==> config.mk <==
export PLATFORM = sky130hd
export DESIGN_NAME = stack_cmd_frontend_flat
export DESIGN_NICKNAME = d
export VERILOG_FILES = /design/src/rtl/stack_cmd_frontend_if.sv /design/src/rtl/stack_cmd_frontend.sv /design/src/flat_wrapper.sv
export SDC_FILE = /design/constraint.sdc
export NUM_CORES = 1
export LEC_CHECK = 0
export ABC_AREA = 1
export CAP_MARGIN = 0
export CORE_MARGIN = 4
export CORE_UTILIZATION = 50
export CTS_CLUSTER_SIZE = 14
export DETAILED_ROUTE_END_ITERATION = 10
export GPL_TIMING_DRIVEN = 0
export PLACE_DENSITY_LB_ADDON = 0.25
export SLEW_MARGIN = 20
export SYNTH_ARGS = -nofsm -noshare
export SYNTH_HDL_FRONTEND = slang
export SYNTH_SLANG_ARGS = --single-unit
==> constraint.sdc <==
create_clock -name clk -period 3.7 [get_ports clk]
set_clock_uncertainty 0.1 [all_clocks]
set_input_delay 0.74 -clock clk [delete_from_list [all_inputs] [get_ports clk]]
set_output_delay 0.74 -clock clk [all_outputs]
set_load 0.005 [all_outputs]
==> src/rtl/stack_cmd_frontend_if.sv <==
// Command bus between stack_cmd_frontend (master) and dual_stack (slave).
interface stack_cmd_frontend_if;
  logic       push;
  logic       pop;
  logic       stack_select;
  logic [7:0] data_out;
  logic       s1_empty;
  logic       s1_full;
  logic       s2_empty;
  logic       s2_full;

  modport master (
    output push, pop, stack_select, data_out,
    input  s1_empty, s1_full, s2_empty, s2_full
  );

  modport slave (
    input  push, pop, stack_select, data_out,
    output s1_empty, s1_full, s2_empty, s2_full
  );
endinterface

==> src/rtl/stack_cmd_frontend.sv <==
// stack_cmd_frontend: synchronises and debounces push/pop buttons, turns each
// debounced press into a single-cycle command for dual_stack and blocks
// overflow, underflow and push/pop conflicts with sticky error flags.
// Optional feature: define STACK_CMD_AUTO_REPEAT_EN for auto-repeat while held.
module stack_cmd_frontend #(
  parameter int unsigned DEBOUNCE_CYCLES = 16,
  parameter int unsigned CNT_W           = 5,
  parameter int unsigned REPEAT_CYCLES   = 64
) (
  input  logic                 clk,
  input  logic                 rst,
  input  logic                 btn_push,
  input  logic                 btn_pop,
  input  logic                 sel_in,
  input  logic [7:0]           data_in,
  stack_cmd_frontend_if.master bus,
  output logic                 err_overflow,
  output logic                 err_underflow,
  output logic                 err_conflict
);

  // Elaboration-time parameter sanity checks
  if (DEBOUNCE_CYCLES < 1) begin : g_bad_debounce
    $error("DEBOUNCE_CYCLES must be at least 1");
  end
  if ((64'(1) << CNT_W) <= 64'(DEBOUNCE_CYCLES)) begin : g_bad_cnt_w
    $error("CNT_W too narrow for DEBOUNCE_CYCLES");
  end
  if (REPEAT_CYCLES < 1) begin : g_bad_repeat
    $error("REPEAT_CYCLES must be at least 1");
  end

  // Index 0 = push button, index 1 = pop button
  logic [1:0]       sync1;
  logic [1:0]       sync2;
  logic             sel_s1;
  logic             sel_s2;
  logic [1:0]       settle_cnt;
  logic [1:0]       arm;
  logic [1:0]       stable;
  logic [1:0]       stable_d;
  logic [CNT_W-1:0] db_cnt [2];
  logic [1:0]       req_c;
  logic             tgt_full_c;
  logic             tgt_empty_c;

  assign tgt_full_c  = sel_s2 ? bus.s2_full  : bus.s1_full;
  assign tgt_empty_c = sel_s2 ? bus.s2_empty : bus.s1_empty;

`ifdef STACK_CMD_AUTO_REPEAT_EN
  localparam int unsigned REP_W = $clog2(REPEAT_CYCLES + 1);

  logic [REP_W-1:0] rep_cnt [2];
  logic [1:0]       rep_hit_c;

  // Repeat fires REPEAT_CYCLES cycles after the previous request while held
  always_comb begin
    rep_hit_c = '0;
    for (int i = 0; i < 2; i++) begin
      rep_hit_c[i] = stable[i] & stable_d[i] &
                     (rep_cnt[i] == REP_W'(REPEAT_CYCLES - 1));
    end
  end

  // Request = fresh press edge or repeat tick, only once the button is armed
  always_comb begin
    req_c = arm & ((stable & ~stable_d) | rep_hit_c);
  end

  // Repeat counters restart on each request, on release and on conflict
  always_ff @(posedge clk or posedge rst) begin
    if (rst) begin
      rep_cnt[0] <= '0;
      rep_cnt[1] <= '0;
    end else begin
      for (int i = 0; i < 2; i++) begin
        if (!stable[i] || (req_c == 2'b11) || (stable[i] && !stable_d[i]) ||
            rep_hit_c[i]) begin
          rep_cnt[i] <= '0;
        end else begin
          rep_cnt[i] <= rep_cnt[i] + REP_W'(1);
        end
      end
    end
  end
`else
  // Request = fresh press edge, only once the button is armed
  always_comb begin
    req_c = arm & stable & ~stable_d;
  end
`endif

  // Synchronise, debounce, arm and issue the registered command decision.
  // A button is armed only after it is seen released once the synchronisers
  // have refilled after reset, so a press spanning reset never issues.
  always_ff @(posedge clk or posedge rst) begin
    if (rst) begin
      sync1            <= '0;
      sync2            <= '0;
      sel_s1           <= 1'b0;
      sel_s2           <= 1'b0;
      settle_cnt       <= '0;
      arm              <= '0;
      stable           <= '0;
      stable_d         <= '0;
      db_cnt[0]        <= '0;
      db_cnt[1]        <= '0;
      bus.push         <= 1'b0;
      bus.pop          <= 1'b0;
      bus.stack_select <= 1'b0;
      bus.data_out     <= 8'h00;
      err_overflow     <= 1'b0;
      err_underflow    <= 1'b0;
      err_conflict     <= 1'b0;
    end else begin
      sync1  <= {btn_pop, btn_push};
      sync2  <= sync1;
      sel_s1 <= sel_in;
      sel_s2 <= sel_s1;

      if (settle_cnt != 2'd2) begin
        settle_cnt <= settle_cnt + 2'd1;
      end

      for (int i = 0; i < 2; i++) begin
        if ((settle_cnt == 2'd2) && !sync2[i]) begin
          arm[i] <= 1'b1;
        end
        stable_d[i] <= stable[i];
        if (sync2[i] == stable[i]) begin
          db_cnt[i] <= '0;
        end else if (db_cnt[i] == CNT_W'(DEBOUNCE_CYCLES)) begin
          stable[i] <= ~stable[i];
          db_cnt[i] <= '0;
        end else begin
          db_cnt[i] <= db_cnt[i] + CNT_W'(1);
        end
      end

      bus.push <= 1'b0;
      bus.pop  <= 1'b0;
      case (req_c)
        2'b01: begin
          if (tgt_full_c) begin
            err_overflow <= 1'b1;
          end else begin
            bus.push         <= 1'b1;
            bus.stack_select <= sel_s2;
            bus.data_out     <= data_in;
          end
        end
        2'b10: begin
          if (tgt_empty_c) begin
            err_underflow <= 1'b1;
          end else begin
            bus.pop          <= 1'b1;
            bus.stack_select <= sel_s2;
          end
        end
        2'b11: begin
          err_conflict <= 1'b1;
        end
        default: begin
        end
      endcase
    end
  end

endmodule
==> src/flat_wrapper.sv <==
// flat-port wrapper written by rule: the top's interface ports become plain ports
module stack_cmd_frontend_flat 
#(
  parameter int unsigned DEBOUNCE_CYCLES = 16,
  parameter int unsigned CNT_W           = 5,
  parameter int unsigned REPEAT_CYCLES   = 64
)
  (clk, rst, btn_push, btn_pop, sel_in, data_in, err_overflow, err_underflow, err_conflict, bus_push, bus_pop, bus_stack_select, bus_data_out, bus_s1_empty, bus_s1_full, bus_s2_empty, bus_s2_full);
  stack_cmd_frontend_if bus_i ();
  input  logic clk;
  input  logic rst;
  input  logic btn_push;
  input  logic btn_pop;
  input  logic sel_in;
  input  logic [7:0] data_in;
  output logic err_overflow;
  output logic err_underflow;
  output logic err_conflict;
  output wire logic [$bits(bus_i.push)-1:0] bus_push;
  output wire logic [$bits(bus_i.pop)-1:0] bus_pop;
  output wire logic [$bits(bus_i.stack_select)-1:0] bus_stack_select;
  output wire logic [$bits(bus_i.data_out)-1:0] bus_data_out;
  input wire logic [$bits(bus_i.s1_empty)-1:0] bus_s1_empty;
  input wire logic [$bits(bus_i.s1_full)-1:0] bus_s1_full;
  input wire logic [$bits(bus_i.s2_empty)-1:0] bus_s2_empty;
  input wire logic [$bits(bus_i.s2_full)-1:0] bus_s2_full;
  assign bus_push = bus_i.push;
  assign bus_pop = bus_i.pop;
  assign bus_stack_select = bus_i.stack_select;
  assign bus_data_out = bus_i.data_out;
  assign bus_i.s1_empty = bus_s1_empty;
  assign bus_i.s1_full = bus_s1_full;
  assign bus_i.s2_empty = bus_s2_empty;
  assign bus_i.s2_full = bus_s2_full;
  stack_cmd_frontend #(.DEBOUNCE_CYCLES(DEBOUNCE_CYCLES), .CNT_W(CNT_W), .REPEAT_CYCLES(REPEAT_CYCLES)) u_core (.clk(clk), .rst(rst), .btn_push(btn_push), .btn_pop(btn_pop), .sel_in(sel_in), .data_in(data_in), .bus(bus_i), .err_overflow(err_overflow), .err_underflow(err_underflow), .err_conflict(err_conflict));
endmodule
==> qor.txt, run 1 <==
Top Ports: 31
Diode count: 0
Min-delay worst type: reg2reg
Critical Path RT: 2.86 ns
DRC viols: 0
Sequential area share after synthesis: 60.9%
CP Class: reg2out
Core Region: 3030 sq um
DR vias/cell: 4.53
CP max-delay cell: clkdlybuf4s50_1
Largest net degree at the start of global routing: 39
CTS tree: yes
Hold Worst Slack: 0.255 ns
Top FF cell, synth: dfrtp_1
Multi-input gate area: 518 sq um
Num CTS Buffers: 5
Crit path to: bus_data_out[4]
Period minus WS final: 2.05 ns
CTS Buffer Depth: 2
GP Congestion: 0.755
Register area: 951 sq um
CP Capture Type: output pin
Ys Warns: 0
Avg Synthesized Cell Area: 10.1 sq um
Post-synth top area share: 60.9%
Synth area leaders: dfrtp_1 (61%), nand2_1 (11%), ha_1 (6.4%), inv_1 (5.1%), nor2_1 (3.1%)
Initial antenna violation count: 0
P_sw: 0.000145 W
Most common cell in the netlist: nand2_1
Clock power frac: 28.2%
Logic pwr share: 7.0%
Num Clock Sinks: 38
Buf/Inv on CP: 1
Cell internal pwr: 0.000520 W
Initial Utilization: 51.5%
Clock latency on the worst-skew pair: 0.33 ns
Post-Route WL: 2.54 mm
Die width: 63.9 um
Wirelength per Cell: 10.8 um
Max VDD drop: 0.000246 V
Fill count: 253
Count of final max-slew check failures: 0
Sw Share: 21.8%
Final setup fails: 0
Crit-path max cell delay: 0.51 ns
Sequential Power Share: 64.8%
Reg clk slew, reported paths: 0.10 ns
H-Tree Level Count: 2
Layout area overhead: 25.7%
Vias in the first global route: 1129
Final #Nets: 217
Number of DRC markers in iteration 0: 42
Post-CTS Hold Buffers: 0
Max Freq: 489 MHz
Status: complete, no violations
Postcts setup bufs: 0
Synth cell types: 18
Die Y-Extent: 63.9 um
Synthesized area: 1560 sq um
Lkg Pwr: 0.994 nW
Worst-path fanout max: 2
CP Depth: 1
Die ar.: 4080 sq um
Worst r2r src: u_core.stable[0]$_DFFE_PP0P_
Clock root cell: clkbuf_4
Initial DRT Pass Iterations: 4
Yosys reg bits: 38
First-pass GRT wire length: 4.62 mm
Global-route usage over all layers: 14.6%
Post-synth ARST share: 100%
Number of synthesized flops with an enable pin: 0
R2r setup slk: 2.21 ns
Crit-path leading delay family: buffers and inverters
Post-CTS Resized: 0
Final Cycle Share: 55.3%
Cells after Synth: 155
Post-Syn Nets: 180
Rows: 20
Commonest cells post-synth: nand2_1 (46), dfrtp_1 (38), inv_1 (21)
Hold Vio Cnt, Final: 0
Post-DRT Antenna Nets: 0
Leading area contributor after synthesis: dfrtp_1
Worst r2r dst: u_core.bus.data_out[0]$_DFFE_PP0P_
Via count: 1070
Critical Path AT: 1.21 ns
Slew @ Worst Pin: 0.747 ns
Sum of negative setup slack: 0 ns
DP HPWL: 1.95 mm
Share of layout cells above drive strength 1: 6.77%
RSZ-0062 raised after global routing: no
R2R cell count: 7
Max cap viols: 0
CP startpoint: u_core.bus.data_out[4]$_DFFE_PP0P_
Cells along the critical path: clkdlybuf4s50_1
Max_slew headroom: 50.1%
Fin util: 64.8%
# port buffers: 30
Crit start category: register
GRT overflow: 0
P per Cell Area: 340 nW/um^2
-- registers in the layout, summed over array words and instances, names as in the netlist, 2 cells and up --
name / cells
u_core.arm: 2
u_core.db_cnt: 10
u_core.bus.data_out: 8
u_core.stable: 2
u_core.sync1: 2
u_core.sync2: 2
u_core.stable_d: 2
u_core.settle_cnt: 2
-- power by group through the flow --
stage / Combinational, W / Sequential, W / Clock (W)
5_1_grt: 0.0000541 / 0.000433 / 0.000217
6_report: 0.0000468 / 0.000431 / 0.000187
3_5_place_dp: 0.0000479 / 0.000440 / 0
3_3_place_gp: 0.0000457 / 0.000439 / 0
4_1_cts: 0.0000482 / 0.000431 / 0.000197
2_1_floorplan: 0.0000240 / 0.000438 / 0
-- routing by layer --
layer	wire length, um	GRT usage [%]	part of all wire, %
met3	132	5.10	5.2
met5	0	0	0
met4	34	5.66	1.3
met2	1310	25.2	52
met1	1060	16.4	42
-- cells in the final DEF (no fill, tap or decap), drive strengths merged --
master,n
nor2,13
nand4,1
clkdlybuf4s50,30
nand3,10
xor2,4
and2,1
nand2,47
or2,1
nor3b,2
xnor2,3
clkbuf,7
a21boi,1
ha,8
inv,23
dfrtp,38
o21ai,3
-- through the flow --
stage	worst slack [ns]	instances	total power, W	cell area [sq um]
detailed placement	1.82	229	0.000487	1920
global route	1.59	236	0.000704	1960
floorplan	2.00	155	0.000462	1560
global placement	1.25	229	0.000485	1920
finish	1.65	236	0.000666	1960
CTS	1.63	236	0.000677	1960
-- logic make-up after synthesis --
logic type	count (synthesis)	share of synthesized area, %
AO/OA/AOI/OAI	4	1.44
adder cells (fa/ha/maj)	8	6.42
flip-flops	38	60.9
buffers and inverters	23	5.85
AND/OR/NAND/NOR	75	21.4
XOR/XNOR	7	3.93
-- worst min path at each step --
stage	slack, ns	cells after the start	from	end
after floorplan	0.23	0	u_core.sel_s1$_DFF_PP0_	u_core.sel_s2$_DFF_PP0_
after global placement	0.23	0	u_core.sync1[0]$_DFF_PP0_	u_core.sync2[0]$_DFF_PP0_
after detailed placement	0.23	0	u_core.sync1[1]$_DFF_PP0_	u_core.sync2[1]$_DFF_PP0_
after CTS	0.26	0	u_core.sync1[1]$_DFF_PP0_	u_core.sync2[1]$_DFF_PP0_
after global routing	0.26	0	u_core.sync1[0]$_DFF_PP0_	u_core.sync2[0]$_DFF_PP0_
final	0.26	0	u_core.sync1[1]$_DFF_PP0_	u_core.sync2[1]$_DFF_PP0_
-- area by class of cell --
cell class              count  area share [%]
multi-input cells          94            26.4
flip-flops and latches     38            48.5
clock buffers               7            2.30
well taps                  44            2.81
inverters                  23            4.66
repair buffers             30            15.3
Note: power is estimated with default switching activity, not from simulation.
==> run 2, diff against run 1 <==
Settings changed: CORE_UTILIZATION 50 to 45.
Clock period 3.7 ns to 1.7 ns, I/O delays scaled along.
==> qor.txt, run 2 (synthesized netlist as in run 1, its figures left out) <==
Status: complete, no violations
Hold Path Depth: 0
Worst r2r dst: u_core.bus.data_out[7]$_DFFE_PP0P_
Clock root cell: clkbuf_4
CP Class: reg2out
CTS tree: yes
Largest register FFs: 10
DR vias/cell: 4.45
Final Cycle Share: 96.2%
Commonest cells after routing, fill and taps aside: nand2_1 (46), dfrtp_1 (38), clkdlybuf4s50_1 (24), inv_1 (20), nor2_1 (13)
Hold Worst Slack: 0.261 ns
Most common cell after layout, fill and taps aside: nand2_1
Worst r2r src: u_core.stable[1]$_DFFE_PP0P_
Worst Hold Launch: u_core.sync1[1]$_DFF_PP0_
Crit start category: register
Cell internal pwr: 0.00118 W
H-Tree Level Count: 2
P per Cell Area: 761 nW/um^2
CTS Buffer Depth: 2
GP Congestion: 0.736
P_sw: 0.000341 W
Final setup fails: 0
RSZ-0062 raised after global routing: no
CP Capture Type: output pin
Sw Share: 22.5%
# port buffers: 30
Min-delay worst type: reg2reg
Final #Nets: 217
Vias in the first global route: 1019
Num CTS Buffers: 5
DRC viols: 0
Clock latency on the worst-skew pair: 0.34 ns
Post-DRT Antenna Nets: 0
Diode count: 0
Lkg Pwr: 1.12 nW
Cells along the critical path: clkdlybuf4s50_1
Initial DRT Pass Iterations: 4
Hold Path End: u_core.sync2[1]$_DFF_PP0_
Logic pwr share: 6.6%
Slew @ Worst Pin: 0.747 ns
Largest net degree at the start of global routing: 39
Top Registers: u_core.db_cnt (10), u_core.bus.data_out (8)
CP max-delay cell: clkdlybuf4s50_1
Fill count: 318
Dpl ws: 0.203 ns
Initial antenna violation count: 0
Clock power frac: 31.5%
Die ar.: 4470 sq um
Wirelength per Cell: 10.8 um
Die width: 66.9 um
Share of layout cells above drive strength 1: 7.77%
Final WS setup: 0.0653 ns
Max VDD drop: 0.000391 V
Placed cell count: 231
Number of DRC markers in iteration 0: 38
GRT overflow: 0
Critical Path RT: 1.26 ns
Critical Path AT: 1.19 ns
Hold Vio Cnt, Final: 0
Num Clock Sinks: 38
Global-route usage over all layers: 13.4%
R2r setup slk: 0.19 ns
R2R cell count: 8
Fin util: 59.7%
Reg clk slew, reported paths: 0.11 ns
Placement Cell Area: 1920 sq um
First-pass GRT wire length: 4.42 mm
Layout area overhead: 27.7%
Fin cells: 239
Core Region: 3340 sq um
Multi-input gate area: 518 sq um
Rows: 21
Sequential Power Share: 61.9%
Fin area: 1990 sq um
Post-Route WL: 2.59 mm
Die Y-Extent: 66.9 um
Initial Utilization: 46.8%
Via count: 1063
Max Freq: 612 MHz
Top Ports: 31
DP HPWL: 1.88 mm
Post-CTS Hold Buffers: 0
Buf/Inv on CP: 1
Crit-path max cell delay: 0.50 ns
Largest register by flop count: u_core.db_cnt
Register area: 951 sq um
Crit-path leading delay family: buffers and inverters
Max_slew headroom: 50.1%
Max cap viols: 0
Worst-path fanout max: 2
Period minus WS final: 1.63 ns
Count of final max-slew check failures: 0
-- run 2: how the worst max path moves through the flow --
stage,cells past startpoint,from,end,slack (ns)
2_1_floorplan,8,u_core.stable[1]$_DFFE_PP0P_,u_core.bus.stack_select$_DFFE_PP0P_,0.36
3_3_place_gp,2,rst,u_core.err_overflow$_DFFE_PP0P_,-0.36
3_5_place_dp,8,u_core.stable[1]$_DFFE_PP0P_,u_core.bus.data_out[6]$_DFFE_PP0P_,0.20
4_1_cts,1,u_core.bus.data_out[2]$_DFFE_PP0P_,bus_data_out[2],0.02
5_1_grt,1,u_core.err_overflow$_DFFE_PP0P_,err_overflow,0.003
6_report,1,u_core.bus.data_out[5]$_DFFE_PP0P_,bus_data_out[5],0.07
-- run 2: layout make-up --
cell class	instances	share of cell area, %
repair buffers	30	15.8
inverters	23	4.58
clock inverters	1	0.251
flip-flops and latches	38	47.7
multi-input cells	94	26.0
well taps	46	2.89
clock buffers	7	2.76
-- run 2: layer usage --
layer	vias to the layer above	share of wire (%)	track usage, %
met5	-	0	0
met4	0	1.2	5.32
met3	5	5.3	5.56
met2	23	49	21.0
met1	492	44	16.2
li1	543	-	-
-- run 2: power groups by stage --
stage,registers [W],clock network [W],logic [W]
6_report,0.000939,0.000478,0.000100
5_1_grt,0.000943,0.000536,0.000115
4_1_cts,0.000940,0.000501,0.000104
3_5_place_dp,0.000957,0,0.000103
3_3_place_gp,0.000955,0,0.0000996
2_1_floorplan,0.000954,0,0.0000521
-- run 2: worst reg2reg max path, delay by kind of cell (launching register included) --
kind | cells | cell delay, ns
AND/OR/NAND/NOR | 5 | 0.53
buffers and inverters | 2 | 0.14
adder cells (fa/ha/maj) | 1 | 0.22
flip-flops | 1 | 0.42
-- run 2: through the flow --
stage | power, W | TNS (ns)
floorplan | 0.00101 | 0
CTS | 0.00154 | 0
detailed placement | 0.00106 | 0
global placement | 0.00106 | -13.71
finish | 0.00152 | 0
global route | 0.00159 | 0
-- run 2: what timing repair did --
item                                   4_1_cts  5_1_grt
buffers inserted                             0        0
setup endpoints to repair                    0        6
resized for setup                            0        6
endpoints found under the hold margin        0        0
==> run 3, diff against run 2 <==
Settings changed: CORE_MARGIN 4 to 2.
==> qor.txt, run 3 (synthesized netlist as in run 1, its figures left out) <==
Status: complete, no violations
Placed cell count: 231
First-pass GRT wire length: 4.60 mm
CP Depth: 1
Number of DRC markers in iteration 0: 51
Top Registers: u_core.db_cnt (10), u_core.bus.data_out (8)
Initial Utilization: 46.8%
DR vias/cell: 4.51
Wirelength per Cell: 10.4 um
Clock latency on the worst-skew pair: 0.34 ns
Global-route usage over all layers: 15.3%
Hold Vio Cnt, Final: 0
GRT overflow: 0
Period minus WS final: 1.64 ns
Clock root cell: clkbuf_4
DRC viols: 0
Core Region: 3340 sq um
Buf/Inv on CP: 1
Crit start category: register
Via count: 1088
Crit-path max cell delay: 0.50 ns
Worst Hold Launch: u_core.sync1[1]$_DFF_PP0_
Layout area overhead: 28.4%
Share of layout cells above drive strength 1: 8.72%
Final setup fails: 0
Diode count: 0
CTS Buffer Depth: 2
Most common cell after layout, fill and taps aside: nand2_1
Fin cells: 241
Post-CTS Hold Buffers: 0
CTS tree: yes
Cell internal pwr: 0.00113 W
Clock power frac: 28.7%
Dpl ws: 0.170 ns
Initial DRT Pass Iterations: 4
Critical Path RT: 1.26 ns
Worst r2r src: u_core.stable[0]$_DFFE_PP0P_
CP startpoint: u_core.bus.data_out[5]$_DFFE_PP0P_
Min-delay worst type: reg2reg
Final Power: 0.00146 W
Slew @ Worst Pin: 0.757 ns
P_sw: 0.000326 W
Num CTS Buffers: 5
Logic pwr share: 7.0%
Die width: 62.9 um
DP HPWL: 1.81 mm
Post-DRT Antenna Nets: 0
Critical Path AT: 1.20 ns
Register area: 951 sq um
Multi-input gate area: 520 sq um
Max VDD drop: 0.000446 V
Cells along the critical path: clkdlybuf4s50_1
RSZ-0062 raised after global routing: no
CP Class: reg2out
Sequential Power Share: 64.3%
CP max-delay cell: clkdlybuf4s50_1
R2R cell count: 7
Final #Nets: 220
Worst-path fanout max: 2
Max_slew headroom: 49.5%
Sw Share: 22.4%
Commonest cells after routing, fill and taps aside: nand2_1 (46), dfrtp_1 (38), clkdlybuf4s50_1 (24), inv_1 (20), nor2_1 (12)
Hold Worst Slack: 0.252 ns
Rows: 21
Final WS setup: 0.0649 ns
Die Y-Extent: 62.9 um
Die ar.: 3950 sq um
Count of final max-slew check failures: 0
Max Freq: 612 MHz
Largest register by flop count: u_core.db_cnt
# port buffers: 30
Lkg Pwr: 1.10 nW
Final Cycle Share: 96.2%
Hold Path Depth: 0
Reg clk slew, reported paths: 0.10 ns
Initial antenna violation count: 0
Crit-path leading delay family: buffers and inverters
H-Tree Level Count: 2
Num Clock Sinks: 38
Post-Route WL: 2.50 mm
Largest register FFs: 10
Largest net degree at the start of global routing: 39
Top Ports: 31
GP Congestion: 0.750
Vias in the first global route: 1106
CP Capture Type: output pin
Fill count: 296
P per Cell Area: 728 nW/um^2
Max cap viols: 0
==> run 3: changes by cell type in the layout (fill, tap and decap cells not counted) <==
cell      before  now
buf_4          0    3
clkbuf_1       1    2
nor2_1        13   12
clkbuf_8       1    0
nor2_2         0    1
clkinv_2       1    0
==> run 3: layout make-up <==
cell class | instances | share of cell area (%)
Timing Repair Buffer | 33 | 16.9
Multi-Input combinational cell | 94 | 26.0
Inverter | 23 | 4.56
Clock buffer | 7 | 2.25
Tap cell | 46 | 2.87
Sequential cell | 38 | 47.5
==> run 3: final timing paths <==
path                                                 endpoint  slack, ns
setup / recovery                              bus_data_out[5]       0.06
hold / removal                      u_core.sync2[1]$_DFF_PP0_       0.25
setup reg to reg           u_core.bus.data_out[3]$_DFFE_PP0P_       0.24
hold reg to reg                     u_core.sync2[1]$_DFF_PP0_       0.25
max in group asynchronous          u_core.db_cnt[6]$_DFF_PP0_       0.67
min in group asynchronous          u_core.db_cnt[3]$_DFF_PP0_       0.35
==> run 3: routing by layer <==
layer	vias up	track usage, %	wire length (um)
li1	543	-	-
met1	517	16.8	1070
met2	22	24.9	1220
met3	6	5.95	139
met4	0	9.17	69
met5	-	0	0
==> run 3: power groups by stage <==
stage	Sequential [W]	Clock [W]	Combinational (W)
CTS	0.000939	0.000443	0.000105
detailed placement	0.000957	0	0.000105
global placement	0.000956	0	0.0000991
floorplan	0.000954	0	0.0000521
finish	0.000939	0.000418	0.000102
global route	0.000942	0.000496	0.000121
==> run 3: stage by stage <==
| stage | TNS [ns] | utilization (%) | instance area, sq um |
|---|---|---|---|
| 3_5_place_dp | 0 | 57.5 | 1920 |
| 2_1_floorplan | 0 | - | 1560 |
| 5_1_grt | 0 | 60.0 | 2000 |
| 3_3_place_gp | -13.33 | 57.5 | 1920 |
| 6_report | 0 | 60.0 | 2000 |
| 4_1_cts | 0 | 58.8 | 1960 |
==> run 3: worst reg2reg max path, cell delays in order (launching register included) <==
cell     delay, ns
dfrtp_1       0.40
nand2_1       0.07
nor2_1        0.18
ha_1          0.25
nand3_4       0.16
inv_6         0.12
nand2_1       0.05
nand2_1       0.06
==> run 3: what timing repair did <==
action / 4_1_cts / 5_1_grt
setup buffers: 0 / 3
gates resized for setup: 0 / 7
endpoints found under the setup margin: 0 / 10
==> patch 1 (settings of run 3) <==
Build with the macro `STACK_CMD_AUTO_REPEAT_EN` defined.
--- a/src/rtl/stack_cmd_frontend.sv
+++ b/src/rtl/stack_cmd_frontend.sv
@@ -2,6 +2,8 @@
 // debounced press into a single-cycle command for dual_stack and blocks
 // overflow, underflow and push/pop conflicts with sticky error flags.
 // Optional feature: define STACK_CMD_AUTO_REPEAT_EN for auto-repeat while held.
+`define STACK_CMD_AUTO_REPEAT_EN
+
 module stack_cmd_frontend #(
   parameter int unsigned DEBOUNCE_CYCLES = 16,
   parameter int unsigned CNT_W           = 5,
Formal check against the unedited RTL: same outputs for any inputs over 10 cycles, from zero or initial values and one cycle with rst high; that may be too few to reach the edited logic, so the function may still have changed.
==> patch 1 against run 3 <==
  * The run now ends with negative setup slack left
  * Synthesized cell count up 46%
  * Wire length grew 44%
  * Synthesized area is 46% higher
  * Total power is 39% higher
  * First-iteration DRC count down 49%
  * Sequential cell count rose by 14
  * Worst setup slack worse by 93 ps
  * Register-to-register slack worse by 270 ps
  * Fmax fell by 5.4%
  * Critical path depth is 10 higher
  * Design area grew 45%
  * Count of clock-buffer cells in the layout shrank 1
  * Critical path type is now reg2reg
  * Critical endpoint is now u_core.bus.stack_select$_DFFE_PP0P_
  * Highest routed layer unchanged
==> patch 1: results (changes against run 3) <==
* Post-place instance area at 2710 sq um (+41%)
* Synth Instances at 227 (+46%)
* Worst vdd ir at 0.344 mV (-23%)
* Compound-Gate Fraction of Synth Area at 0.0319 (+0.0175)
* Arrival time at the worst endpoint at 1820 ps (+620 ps)
* Post-DP HPWL at 2.52 mm (+39%)
* Inst Count DP at 325 (+41%)
* Routing usage on met1 at 0.172 (+0.00393)
* Post-Synth XOR/XNOR Area at 0.0539 (+0.0146)
* Leak Pwr at 1.38 nW (+26%)
* Final nets at 304 (+38%)
* Final Setup Violations at 15 (+15)
* Post-synth top cells: 58 x nand2_1, 52 x dfrtp_1, 24 x inv_1, 24 x nor2_1, 12 x nand3_1
* Multi-input logic area at 917 sq um (+76%)
* Internal cell power at 1.59 mW (+41%)
* Comb_multi_in at 144 (+53%)
* M1 wire length at 1.65 mm (+53%)
* Crit-path slowest cell: dfrtp_1
* Pin count of the biggest net entering global routing at 36 (-7.7%)
* DRT Pass-1 Iters at 3 (-1)
* Tap Count at 67 (+46%)
* Root buffer cell: clkbuf_8
* Crit path max fanout at 3 (+1)
* Switching power at 433 uW (+33%)
* Syn_nets at 254 (+41%)
* First-pass GRT wire length at 6.04 mm (+31%)
* Nonclk buf count at 42 (+27%)
* Status: finished, violations left
* Met2 GRT Util at 0.235 (-0.0138)
* Setup_tns at -205 ps (-205 ps)
* Vias in the first global route at 1,467 (+33%)
* DRT iter0 DRCs at 26 (-49%)
* Yosys reg bits at 52 (+37%)
* Failing checks: negative setup slack
* GRT Total Usage at 0.142 (-0.0110)
* Share of cells above drive strength 1 at 0.195 (+0.108)
* CP top delay family: simple AND/OR/NAND/NOR gates
* Adder-Cell Fraction of Synth Area at 0.0550 (-0.00912)
* Setup slack after layout at -27.7 ps (-92.6 ps)
* Vias per inst at 4.44 (-1.7%)
* Seq/Total Area, Yosys at 0.572 (-0.0371)
* Inverter count at 32 (+39%)
* CLK BUF at 6 (-1)
* Clk cell area share at 0.0267 (+0.00419)
* Synth top area cells: dfrtp_1 57%, nand2_1 9.6%, ha_1 5.5%, inv_1 4.0%, nor2_1 4.0%
* Fill count at 424 (+43%)
* Non-clock buffer share at 0.139 (-0.0301)
* Met2 WL at 1.76 mm (+45%)
* Largest stage delay on the critical path at 370 ps (-130 ps)
* WL final at 3.60 mm (+44%)
* Clock power share at 0.317 (+0.030)
==> patch 1: cell types whose count changed after synthesis, sizes merged, moves of 2 or more <==
| cell | before | now |
|---|---|---|
| nor2 | 13 | 28 |
| xor2 | 4 | 7 |
| xnor2 | 3 | 7 |
| ha | 8 | 10 |
| a31oi | 0 | 2 |
| dfrtp | 38 | 52 |
| nand3 | 10 | 15 |
| nand2 | 47 | 61 |
| a21oi | 0 | 3 |
| inv | 23 | 32 |
==> patch 1: final timing paths <==
| path | slack (ps) | end | cells past startpoint |
|---|---|---|---|
| max reg2reg | -30 | u_core.bus.stack_select$_DFFE_PP0P_ | 11 |
| min | 240 | u_core.bus.data_out[6]$_DFFE_PP0P_ | 2 |
| max in group asynchronous | 750 | u_core.rep_cnt[0]$_DFF_PP0_ | 3 |
| min in group clk | 250 | u_core.sync2[0]$_DFF_PP0_ | 0 |
| min reg2reg | 250 | u_core.sync2[0]$_DFF_PP0_ | 0 |
| max | -30 | u_core.bus.stack_select$_DFFE_PP0P_ | 11 |
==> patch 1: kinds of logic after synthesis <==
logic type               count (synthesis)
AO/OA/AOI/OAI                            9
buffers and inverters                   32
adder cells (fa/ha/maj)                 10
XOR/XNOR                                14
AND/OR/NAND/NOR                        110
flip-flops                              52
==> patch 1: worst reg2reg max path, stage by stage, from the launching register on <==
cell	delay (ps)
dfrtp_1	370
ha_2	200
nand2_2	70
nor2_4	120
nand3_4	90
a21oi_4	170
inv_2	60
ha_4	180
nand2_2	100
nand3_2	80
nand2_1	60
nand2_1	40
==> patch 1: repair_timing <==
item	4_1_cts	5_1_grt
pin swaps	6	3
cloned	1	0
endpoints found under the setup margin	28	27
gates resized for setup	5	4
buffers inserted	9	2
==> patch 2 (flow settings as in run 3) <==
Made on the original files. Register the inputs `btn_push` and `btn_pop` before use, without a reset. The logic sees them one clock later. The other inputs are not delayed to match.
--- a/src/rtl/stack_cmd_frontend.sv
+++ b/src/rtl/stack_cmd_frontend.sv
@@ -18,6 +18,14 @@
   output logic                 err_underflow,
   output logic                 err_conflict
 );
+
+  logic btn_push_q;
+  logic btn_pop_q;
+
+  always_ff @(posedge clk) begin
+    btn_push_q <= btn_push;
+    btn_pop_q  <= btn_pop;
+  end
 
   // Elaboration-time parameter sanity checks
   if (DEBOUNCE_CYCLES < 1) begin : g_bad_debounce
@@ -113,7 +121,7 @@
       err_underflow    <= 1'b0;
       err_conflict     <= 1'b0;
     end else begin
-      sync1  <= {btn_pop, btn_push};
+      sync1  <= {btn_pop_q, btn_push_q};
       sync2  <= sync1;
       sel_s1 <= sel_in;
       sel_s2 <= sel_s1;
Function: same outputs for any inputs over 10 cycles, from zero or initial values and one cycle with rst high; that may be too few to reach the edited logic, so the function may still have changed.
==> patch 2 against run 3 <==
  * Critical path depth unchanged
  * Largest cell class unchanged
  * Clock power increased by 15%
  * Wire length increased by 2.6%
  * Total power increased by 7.7%
  * Sequential cell count increased by 2
  * Synthesized area increased by 1.8%
  * Design area increased by 2.4%
  * Worst setup slack improved by 1.1 ps
  * Critical path type unchanged
==> patch 2: results (changes against run 3) <==
* Hold slack at 233 ps (-18.9 ps)
* Asr flop ratio synth at 0.950 (-0.0500)
* First-pass GRT wire length at 4.78 mm (+3.9%)
* DRT iter0 DRCs at 60 (+18%)
* Status: complete, no violations
* Worst vdd ir at 0.483 mV (+8.3%)
* Post-synth top cells: 45 x nand2_1, 38 x dfrtp_1, 19 x inv_1
* Sw Ratio at 0.217 (-0.00712)
* Routability cong. at 0.757 (+0.96%)
* GRT Total Usage at 0.157 (+0.00367)
* Post-DP HPWL at 1.89 mm (+4.3%)
* Inst Count DP at 230 (-0.43%)
* Final nets at 219 (-0.45%)
* Fill count at 300 (+1.4%)
* Critical R2R Launch: u_core.stable[1]$_DFFE_PP0P_
* Vias in the first global route at 1,161 (+5.0%)
* Leak Pwr at 1.17 nW (+6.6%)
* Worst slew pin tran at 753 ps (-4.47 ps)
* Seq/Total Area, Yosys at 0.624 (+0.0142)
* R2R depth at 8 (+1)
* Post-place instance area at 1950 sq um (+1.5%)
* Post-Syn Area per Cell at 10.3 sq um (+2.5%)
* Hold path start: u_core.btn_push_q$_DFF_P_
* Syn_nets at 179 (-0.56%)
* Netlist cell types at 19 (+1)
## patch 2: cell types whose count changed in the layout (fill, tap and decap cells not counted), sizes merged
cell | before | now
clkbuf | 7 | 8
clkdlybuf4s50 | 24 | 21
dfxtp | 0 | 2
dlymetal6s2s | 6 | 9
inv | 23 | 21
nand3 | 10 | 9
## patch 2: timing repair
| item | in CTS | in global routing |
|---|---|---|
| setup endpoints to repair | 0 | 11 |
| setup buffers | 0 | 3 |
| resized for setup | 0 | 9 |
| endpoints found under the hold margin | 0 | 0 |
## patch 2: metal layers
metal | wire, um | up-vias | global-route usage | share of wire
li1 | - | 545 | - | -
met1 | 1030 | 507 | 0.164 | 0.40
met2 | 1350 | 26 | 0.274 | 0.53
met3 | 168 | 4 | 0.0661 | 0.065
met4 | 22 | 0 | 0.0652 | 0.0086
met5 | 0 | - | 0 | 0
## patch 2: layout make-up
cell class / count / share of cell area
repair buffers: 33 / 0.168
flip-flops and latches: 40 / 0.483
clock buffers: 8 / 0.0287
well taps: 46 / 0.0281
inverters: 21 / 0.0397
multi-input cells: 93 / 0.252
## patch 2: logic make-up after synthesis
group	after synthesis	share of synthesized area
and+or+nand+nor	74	0.209
DFF	40	0.624
buffers and inverters	21	0.0512
adders and majority gates	8	0.0630
xor gates and xnor gates	7	0.0386
AOI/OAI and AO/OA	4	0.0142
## patch 2: how the worst max path moves through the flow
| stage | from | to | slack [ps] |
|---|---|---|---|
| floorplan | u_core.stable[1]$_DFFE_PP0P_ | u_core.bus.data_out[0]$_DFFE_PP0P_ | 370 |
| global placement | rst | u_core.db_cnt[5]$_DFF_PP0_ | -350 |
| detailed placement | u_core.stable[1]$_DFFE_PP0P_ | u_core.bus.data_out[4]$_DFFE_PP0P_ | 200 |
| CTS | u_core.bus.data_out[6]$_DFFE_PP0P_ | bus_data_out[6] | 30 |
| global route | u_core.bus.data_out[3]$_DFFE_PP0P_ | bus_data_out[3] | -2 |
| finish | u_core.bus.data_out[3]$_DFFE_PP0P_ | bus_data_out[3] | 70 |
## patch 2: power groups by stage
stage / registers [mW] / logic, mW / clock network, mW
finish: 0.989 / 0.101 / 0.480
global route: 0.993 / 0.119 / 0.562
CTS: 0.989 / 0.105 / 0.504
detailed placement: 1.01 / 0.105 / 0
global placement: 1.01 / 0.0986 / 0
floorplan: 1.00 / 0.0521 / 0
